`config.mk`:
```
export PLATFORM = sky130hd
export DESIGN_NAME = vsram_write_router
export DESIGN_NICKNAME = d
export VERILOG_FILES = /design/src/rtl/vsram_write_router.sv
export SDC_FILE = /design/constraint.sdc
export NUM_CORES = 1
export LEC_CHECK = 0
export CORE_ASPECT_RATIO = 2
export CORE_MARGIN = 2
export CORE_UTILIZATION = 45
export CTS_CLUSTER_SIZE = 16
export DETAILED_ROUTE_END_ITERATION = 10
export PLACE_DENSITY = 0.67
export SETUP_SLACK_MARGIN = 0.2
export SLEW_MARGIN = 0
export SYNTH_ARGS = -nofsm -noshare
export SYNTH_HDL_FRONTEND = slang
export SYNTH_HIERARCHICAL = 1
export SYNTH_SLANG_ARGS = --single-unit
```
`constraint.sdc`:
```
create_clock -name clock -period 3.1 [get_ports clock]
set_input_delay 0.31 -clock clock [delete_from_list [all_inputs] [get_ports clock]]
set_output_delay 0.31 -clock clock [all_outputs]
set_load 0.005 [all_outputs]
```
`src/rtl/vsram_write_router.sv`:
```
// Write-side front end for the vSRAM bank array: buffers column writes in a
// small FIFO and drains one per clock onto the addressed bank's write port.
module vsramBankPort #(
    parameter int BANK_SEL_W = 2,
    parameter int ADDR_W     = 9,
    parameter int DATA_W     = 48,
    parameter int BANK_IDX   = 0
) (
    input  logic                  clock,
    input  logic                  reset,
    input  logic                  issue,
    input  logic [BANK_SEL_W-1:0] bankSel,
    input  logic [ADDR_W-1:0]     colNum,
    input  logic [DATA_W-1:0]     data,
    output logic                  writeEnable,
    output logic [ADDR_W-1:0]     writeAddr,
    output logic [DATA_W-1:0]     writeData
);
    logic hit;
    assign hit = issue && (bankSel == BANK_SEL_W'(BANK_IDX));

    // Idle banks park their address at all ones so a stray enable is harmless.
    always_ff @(posedge clock) begin
        if (reset || !hit) begin
            writeEnable <= 1'b0;
            writeAddr   <= '1;
            writeData   <= '0;
        end else begin
            writeEnable <= 1'b1;
            writeAddr   <= colNum;
            writeData   <= data;
        end
    end
endmodule

module vsram_write_router #(
    parameter int NUM_BANKS  = 4,
    parameter int BANK_SEL_W = 2,
    parameter int ADDR_W     = 9,
    parameter int DATA_W     = 48,
    parameter int FIFO_DEPTH = 4,
    parameter int CNT_W      = 3
) (
    input  logic                          clock,
    input  logic                          reset,
    input  logic                          in_valid,
    output logic                          in_ready,
    input  logic [BANK_SEL_W-1:0]         in_bankSel,
    input  logic [ADDR_W-1:0]             in_colNum,
    input  logic [DATA_W-1:0]             in_data,
    input  logic                          in_flush,
    output logic                          out_writeDone,
    output logic                          out_error,
    output logic [CNT_W-1:0]              fifo_count,
    output logic [NUM_BANKS*ADDR_W-1:0]   sram_writeAddr,
    output logic [NUM_BANKS-1:0]          sram_writeEnable,
    output logic [NUM_BANKS*DATA_W-1:0]   sram_writeData
);
    localparam int PTR_W = (FIFO_DEPTH > 1) ? $clog2(FIFO_DEPTH) : 1;

    typedef struct packed {
        logic [BANK_SEL_W-1:0] bankSel;
        logic [ADDR_W-1:0]     colNum;
        logic [DATA_W-1:0]     data;
    } wrReq_t;

    typedef enum logic [1:0] {IDLE, DRAIN, DONE} state_t;

    wrReq_t            fifoMem [FIFO_DEPTH];
    wrReq_t            head;
    logic [PTR_W-1:0]  wrPtr, rdPtr;
    logic [CNT_W-1:0]  count;
    state_t            state, stateNext;
    logic              accept, badBank, push, pop, errReg;

    // Ready depends only on registered state, never on in_valid.
    assign in_ready = (count < CNT_W'(FIFO_DEPTH)) && (state == IDLE);
    assign accept   = in_valid && in_ready;
    assign badBank  = int'(in_bankSel) >= NUM_BANKS;
    assign push     = accept && !badBank;
    assign pop      = (count != '0);
    assign head     = fifoMem[rdPtr];

    always_ff @(posedge clock) begin
        if (push) fifoMem[wrPtr] <= '{bankSel: in_bankSel, colNum: in_colNum, data: in_data};
    end

    always_ff @(posedge clock) begin
        if (reset) begin
            wrPtr  <= '0;
            rdPtr  <= '0;
            count  <= '0;
            errReg <= 1'b0;
        end else begin
            if (push) wrPtr <= wrPtr + PTR_W'(1);
            if (pop)  rdPtr <= rdPtr + PTR_W'(1);
            case ({push, pop})
                2'b10:   count <= count + CNT_W'(1);
                2'b01:   count <= count - CNT_W'(1);
                default: count <= count;
            endcase
            errReg <= accept && badBank;
        end
    end

    always_ff @(posedge clock) begin
        if (reset) state <= IDLE;
        else       state <= stateNext;
    end

    // An empty FIFO in DRAIN means the last write is already on the bank port.
    always_comb begin
        stateNext = state;
        case (state)
            IDLE:    if (in_flush) stateNext = DRAIN;
            DRAIN:   if (count == '0) stateNext = DONE;
            DONE:    stateNext = IDLE;
            default: stateNext = IDLE;
        endcase
    end

    assign out_writeDone = (state == DONE);
    assign out_error     = errReg;
    assign fifo_count    = count;

    for (genvar b = 0; b < NUM_BANKS; b++) begin : gBank
        vsramBankPort #(
            .BANK_SEL_W (BANK_SEL_W),
            .ADDR_W     (ADDR_W),
            .DATA_W     (DATA_W),
            .BANK_IDX   (b)
        ) uPort (
            .clock       (clock),
            .reset       (reset),
            .issue       (pop),
            .bankSel     (head.bankSel),
            .colNum      (head.colNum),
            .data        (head.data),
            .writeEnable (sram_writeEnable[b]),
            .writeAddr   (sram_writeAddr[b*ADDR_W +: ADDR_W]),
            .writeData   (sram_writeData[b*DATA_W +: DATA_W])
        );
    end
endmodule
```
# Word-level counts from Yosys, hierarchy flattened
# Memories as Yosys holds them, arrays and structs flattened. A register that Yosys moved wholly into a read port is not among the register bits.
# Index checks and enable logic that the tools add are counted.
# totals
register_bits,241
ramBits,236
inputBits,63
out_inout_bits,238
word_cells,63
memories,1
# mem_list
memory,words,width,rd,rd_ports_with_merged_regs,write_ports,line,rtl
fifoMem,4,59,1,1,1,69,wrReq_t fifoMem [FIFO_DEPTH];
# classes
addsub,4
order_cmp,1
n_eq_ne,9
n_mux,12
n_reduce_logical,20
# ops
cell,count
2-bit equality test (second input constant),4
2-bit two-way mux,4
2-bit by 1-bit equality test with 1-bit output (second input constant),3
1-bit logical AND,6
1-bit two-way mux,6
3-bit one-hot mux with 2 select lines,1
2-bit by 1-bit adder with 2-bit output (second input constant),2
1-bit zero test,4
2-bit zero test,2
1-bit logical OR,4
2-bit != test (second input constant),2
2-bit one-hot mux with 2 select lines,1
3-bit by 1-bit adder with 3-bit output (second input constant),1
3-bit zero test,1
3-bit < comparator (second input constant),1
3-bit nonzero test,1
3-bit by 1-bit subtractor with 3-bit output (second input constant),1
2-bit AND reduction,1
2-bit nonzero test,1

# Logic depth before layout (Yosys ltp)
# logic_depth
word_depth,5
depth_mapped,8
mapped_depth_nobuf,8

# By module
# The synthesis kept the hierarchy.
# by_module_without_submodules
mod,n_inst,cells_each,area_each_um2
vsram_write_router,1,366,9069.9
vsramBankPort (gBank[1].uPort ...),2,122,1569.0
vsramBankPort (gBank[0].uPort),1,122,1576.5
vsramBankPort (gBank[3].uPort),1,122,1562.7

# Worst setup path after synthesis
# Ideal clock, no wire load.
# synth_path
kind,register -> register
startpoint,register count[2] (netlist: fifo_count[2])
endpoint,memory fifoMem[1][0] (netlist name) (enable)
setup_time_ps,423
arrival_time_ps,2247
slack_ps,430
path_stages_with_launch,3
period_less_slack_ps,2670
path_cell_list,dfxtp_1 -> nor4b_4 -> and2_1
# synth_between
elab_chain_cells,5
# synth_lines
element,line,rtl
from (decl),72,logic [CNT_W-1:0] count;
from (signal assigned),98,2'b10: count <= count + CNT_W'(1);
from (signal assigned),99,2'b01: count <= count - CNT_W'(1);
from (signal assigned),100,default: count <= count;
3-bit < comparator,77,assign in_ready = (count < CNT_W'(FIFO_DEPTH)) && (state == IDLE);
1-bit logical AND,77,
1-bit logical AND,78,assign accept = in_valid && in_ready;
1-bit two-way mux,85,"if (push) fifoMem[wrPtr] <= '{bankSel: in_bankSel, colNum: in_colNum, data: in_data};"
1-bit two-way mux (implied by the code),85,
to (decl),69,
# Every way passes these cells.

# Worst setup path in the final report
# layout_path
startpoint,register count[2] (netlist: fifo_count[2])
endpoint,register count[2] (netlist: fifo_count[2])
# layout_rtl
element,line,rtl
3-bit nonzero test (*),81,assign pop = (count != '0);
via pop,74,"logic accept, badBank, push, pop, errReg;"
2-bit by 1-bit equality test with 1-bit output or 2-bit equality test (tied branches),97,"case ({push, pop})"
3-bit one-hot mux with 2 select lines or 2-bit nonzero test (tied branches),n/a,
# Mark *: on every way through the listed nets, which the timed path passes. The rest lies on a longest branch.
# A chain may end at the register's enable or synchronous reset.

==> impl_metrics.json <==
{
  "arrival_ns": 2.67,
  "min_path_type": "in -> reg",
  "peakVddDrop_v": 0.000536,
  "start_util_pct": 45.6,
  "grt_pass1_wl_mm": 49.3,
  "drv_cap": 0,
  "postCtsHoldBufs": 0,
  "seq_area_frac_synth_pct": 77.9,
  "startpoint_type": "register",
  "gr-total-overflow": 0,
  "fin_skew_ns": 0.0202,
  "cts-htree-levels": 2,
  "grt_pass1_vias": 8009,
  "reg2reg_slack_ns": 0.90,
  "ys_seq_elements": 479,
  "hold_start": "in_flush",
  "syn-instance-count": 854,
  "die_h_um": 265,
  "fin_ws_ns": 0.900,
  "fin_tns_setup_ns": 0,
  "synthArstFlopShare_pct": 0,
  "drive_gt1_share_pct": 12.6,
  "syn_nets": 923,
  "crit_required_ns": 3.57,
  "cts_made_buffers": 41,
  "cts_setup_buffers": 0,
  "synth_area_um2": 15300,
  "layout_common_cells": "clkdlybuf4s50_1 (299), dfxtp_1 (241), edfxtp_1 (236), and2_1 (192), mux4_2 (59)",
  "endpoint_kind": "register",
  "fmax_mhz": 455,
  "r2r-start": "fifo_count[2]",
  "final_common_cell": "clkdlybuf4s50_1",
  "antenna_found_initial": 5,
  "die_area_um2": 35700,
  "placed_cells": 1569,
  "fin_util_pct": 59.8,
  "holdPathStages": 3,
  "period_needed_ns": 2.20,
  "viasPerCell": 4.72,
  "status": "finished, final reports clean",
  "clk_latency_ns": 0.54,
  "syn2layout_area_growth_pct": 31.1,
  "clock_path_buffers": 3,
  "drc": 0,
  "port_buffers": 299,
  "stdcell_count": 1645,
  "drv_slew": 0,
  "setup_violations": 0,
  "critical-path-top-delay-family": "adder cells",
  "cts-root-buf": "clkbuf_16",
  "post_drt_wl_per_cell_um": 20.1,
  "avgSynthCellArea_um2": 18.0,
  "cts_tree": "yes",
  "power_density_nw_per_um2": 800,
  "r2r_cells": 8,
  "synth_top_flop_cell": "dfxtp_1",
  "cpPeakStageDelay_ns": 0.48,
  "crit_chain": "nor3_1, inv_1, ha_1, inv_1, fa_1, xor2_1, or3_1, a21oi_1",
  "yosys_warnings": 6,
  "firstDrtPassIters": 4,
  "num_io_pins": 301,
  "synth_edf_count": 236,
  "clock_sinks": 479,
  "cpMostUsedCell": "inv_1",
  "totalWireLength_mm": 33.1,
  "drt.antenna.violating_nets": 0,
  "drt_iter0_drc": 369,
  "slew_headroom_pct": 51.0,
  "final_hold_viol_count": 0,
  "die_x_um": 135,
  "place_worst_setup_slack_ns": 0.735,
  "cpMaxStageDelayCell": "dfxtp_1",
  "min_to": "state[0]",
  "fin_area_um2": 20100,
  "synthDistinctLibCells": 29,
  "num_rows": 95,
  "r2r_end": "fifo_count[2]",
  "grt_max_degree": 48,
  "whs_ns": 0.374,
  "hpwl_mm": 22.7,
  "place_area_um2": 18800,
  "nets": 1245,
  "crit_buf_inv": 2,
  "core_um2": 33600,
  "via_count": 7764,
  "fin_total_pwr_mw": 16.1,
  "period_share_pct": 71.0,
  "cts_resized": 0,
  "grtUsageTotal_pct": 18.7,
  "worst_slew_pin_slew_ns": 0.736,
  "clk_pin_slew_ns": 0.06,
  "gp_congestion": 0.742,
  "crit_fanout": 7,
  "p_leak_nw": 7.05,
  "rsz0062_at_grt": "no",
  "worst-setup-path-type": "reg -> reg"
}
power by group:
part | switching [mW] | leakage [nW] | internal (mW) | total [mW]
Sequential | 0.259 | 4.12 | 7.50 | 7.76
Combinational | 1.61 | 2.30 | 1.86 | 3.47
Clock | 2.17 | 0.633 | 2.69 | 4.86
worst reg2reg max path: cells and delay by family, from the launching register on:
| kind | cells | cell delay [ns] |
|---|---|---|
| AO/OA/AOI/OAI | 1 | 0.15 |
| XOR/XNOR | 1 | 0.16 |
| adder cells (fa/ha/maj) | 2 | 0.61 |
| buffers and inverters | 2 | 0.28 |
| flip-flops | 1 | 0.48 |
| AND/OR/NAND/NOR | 2 | 0.45 |
state kept, by name, summed over array words and instances (netlist names), named ones only:
register                 flops
fifoMem                    236
gBank.uPort/writeData      192
gBank.uPort/writeAddr       36
gBank.uPort/writeEnable      4
fifo_count                   3
rdPtr                        2
state                        2
wrPtr                        2
routing by layer:
metal  track usage [%]  up-vias  wire, um
li1                  -     3654         -
met5                 0        -        30
met4              6.80        4      1050
met2              37.1      233     19300
met1              18.4     3819     11100
met3              4.06       54      1660
Yosys cell counts (2+ instances only):
| master | n | share of area [%] |
|---|---|---|
| and2_1 | 196 | 8.0 |
| buf_6 | 3 | 0.22 |
| clkbuf_1 | 13 | 0.32 |
| a21oi_1 | 2 | 0.065 |
| nor3_1 | 2 | 0.065 |
| buf_12 | 2 | 0.26 |
| and4bb_2 | 2 | 0.16 |
| inv_1 | 7 | 0.17 |
| buf_2 | 7 | 0.23 |
| nor2_1 | 9 | 0.22 |
| edfxtp_1 | 236 | 46 |
| nor4b_4 | 2 | 0.31 |
| mux4_2 | 59 | 8.7 |
| nand2b_1 | 36 | 1.5 |
| xor2_1 | 4 | 0.23 |
| dfxtp_1 | 243 | 32 |
| ha_1 | 5 | 0.41 |
| buf_4 | 15 | 0.73 |
final cells by class:
class | count | area (um2)
fill | 2601 | 13500
inverter | 7 | 26.3
antenna | 3 | 7.51
timing repair buffer | 319 | 3190
tap | 436 | 546
clock buffer | 56 | 1180
clock inverter | 17 | 98.8
multi-input combinational | 328 | 3110
sequential | 479 | 12000
worst max path at each step:
stage                  startpoint             to  slack (ns)  cells past startpoint
finish              fifo_count[2]  fifo_count[2]        0.90                      8
global route        fifo_count[2]  fifo_count[2]        0.73                      8
detailed placement       in_valid  fifo_count[2]        0.74                      9
CTS                 fifo_count[2]  fifo_count[2]        0.91                      8
floorplan           fifo_count[2]  fifoMem[1][0]        0.43                      2
global placement         in_valid  fifo_count[2]        0.77                      9
logic make-up after synthesis:
family                     synth area share [%]
DFF                                        77.9
adders and majority gates                 0.538
xor gates and xnor gates                  0.285
AOI/OAI and AO/OA                         0.204
muxes                                      8.72
buffers and inverters                      1.93
other                                    0.0244
and+or+nand+nor                            10.4
No activity file was read; power rests on OpenSTA's default activity.
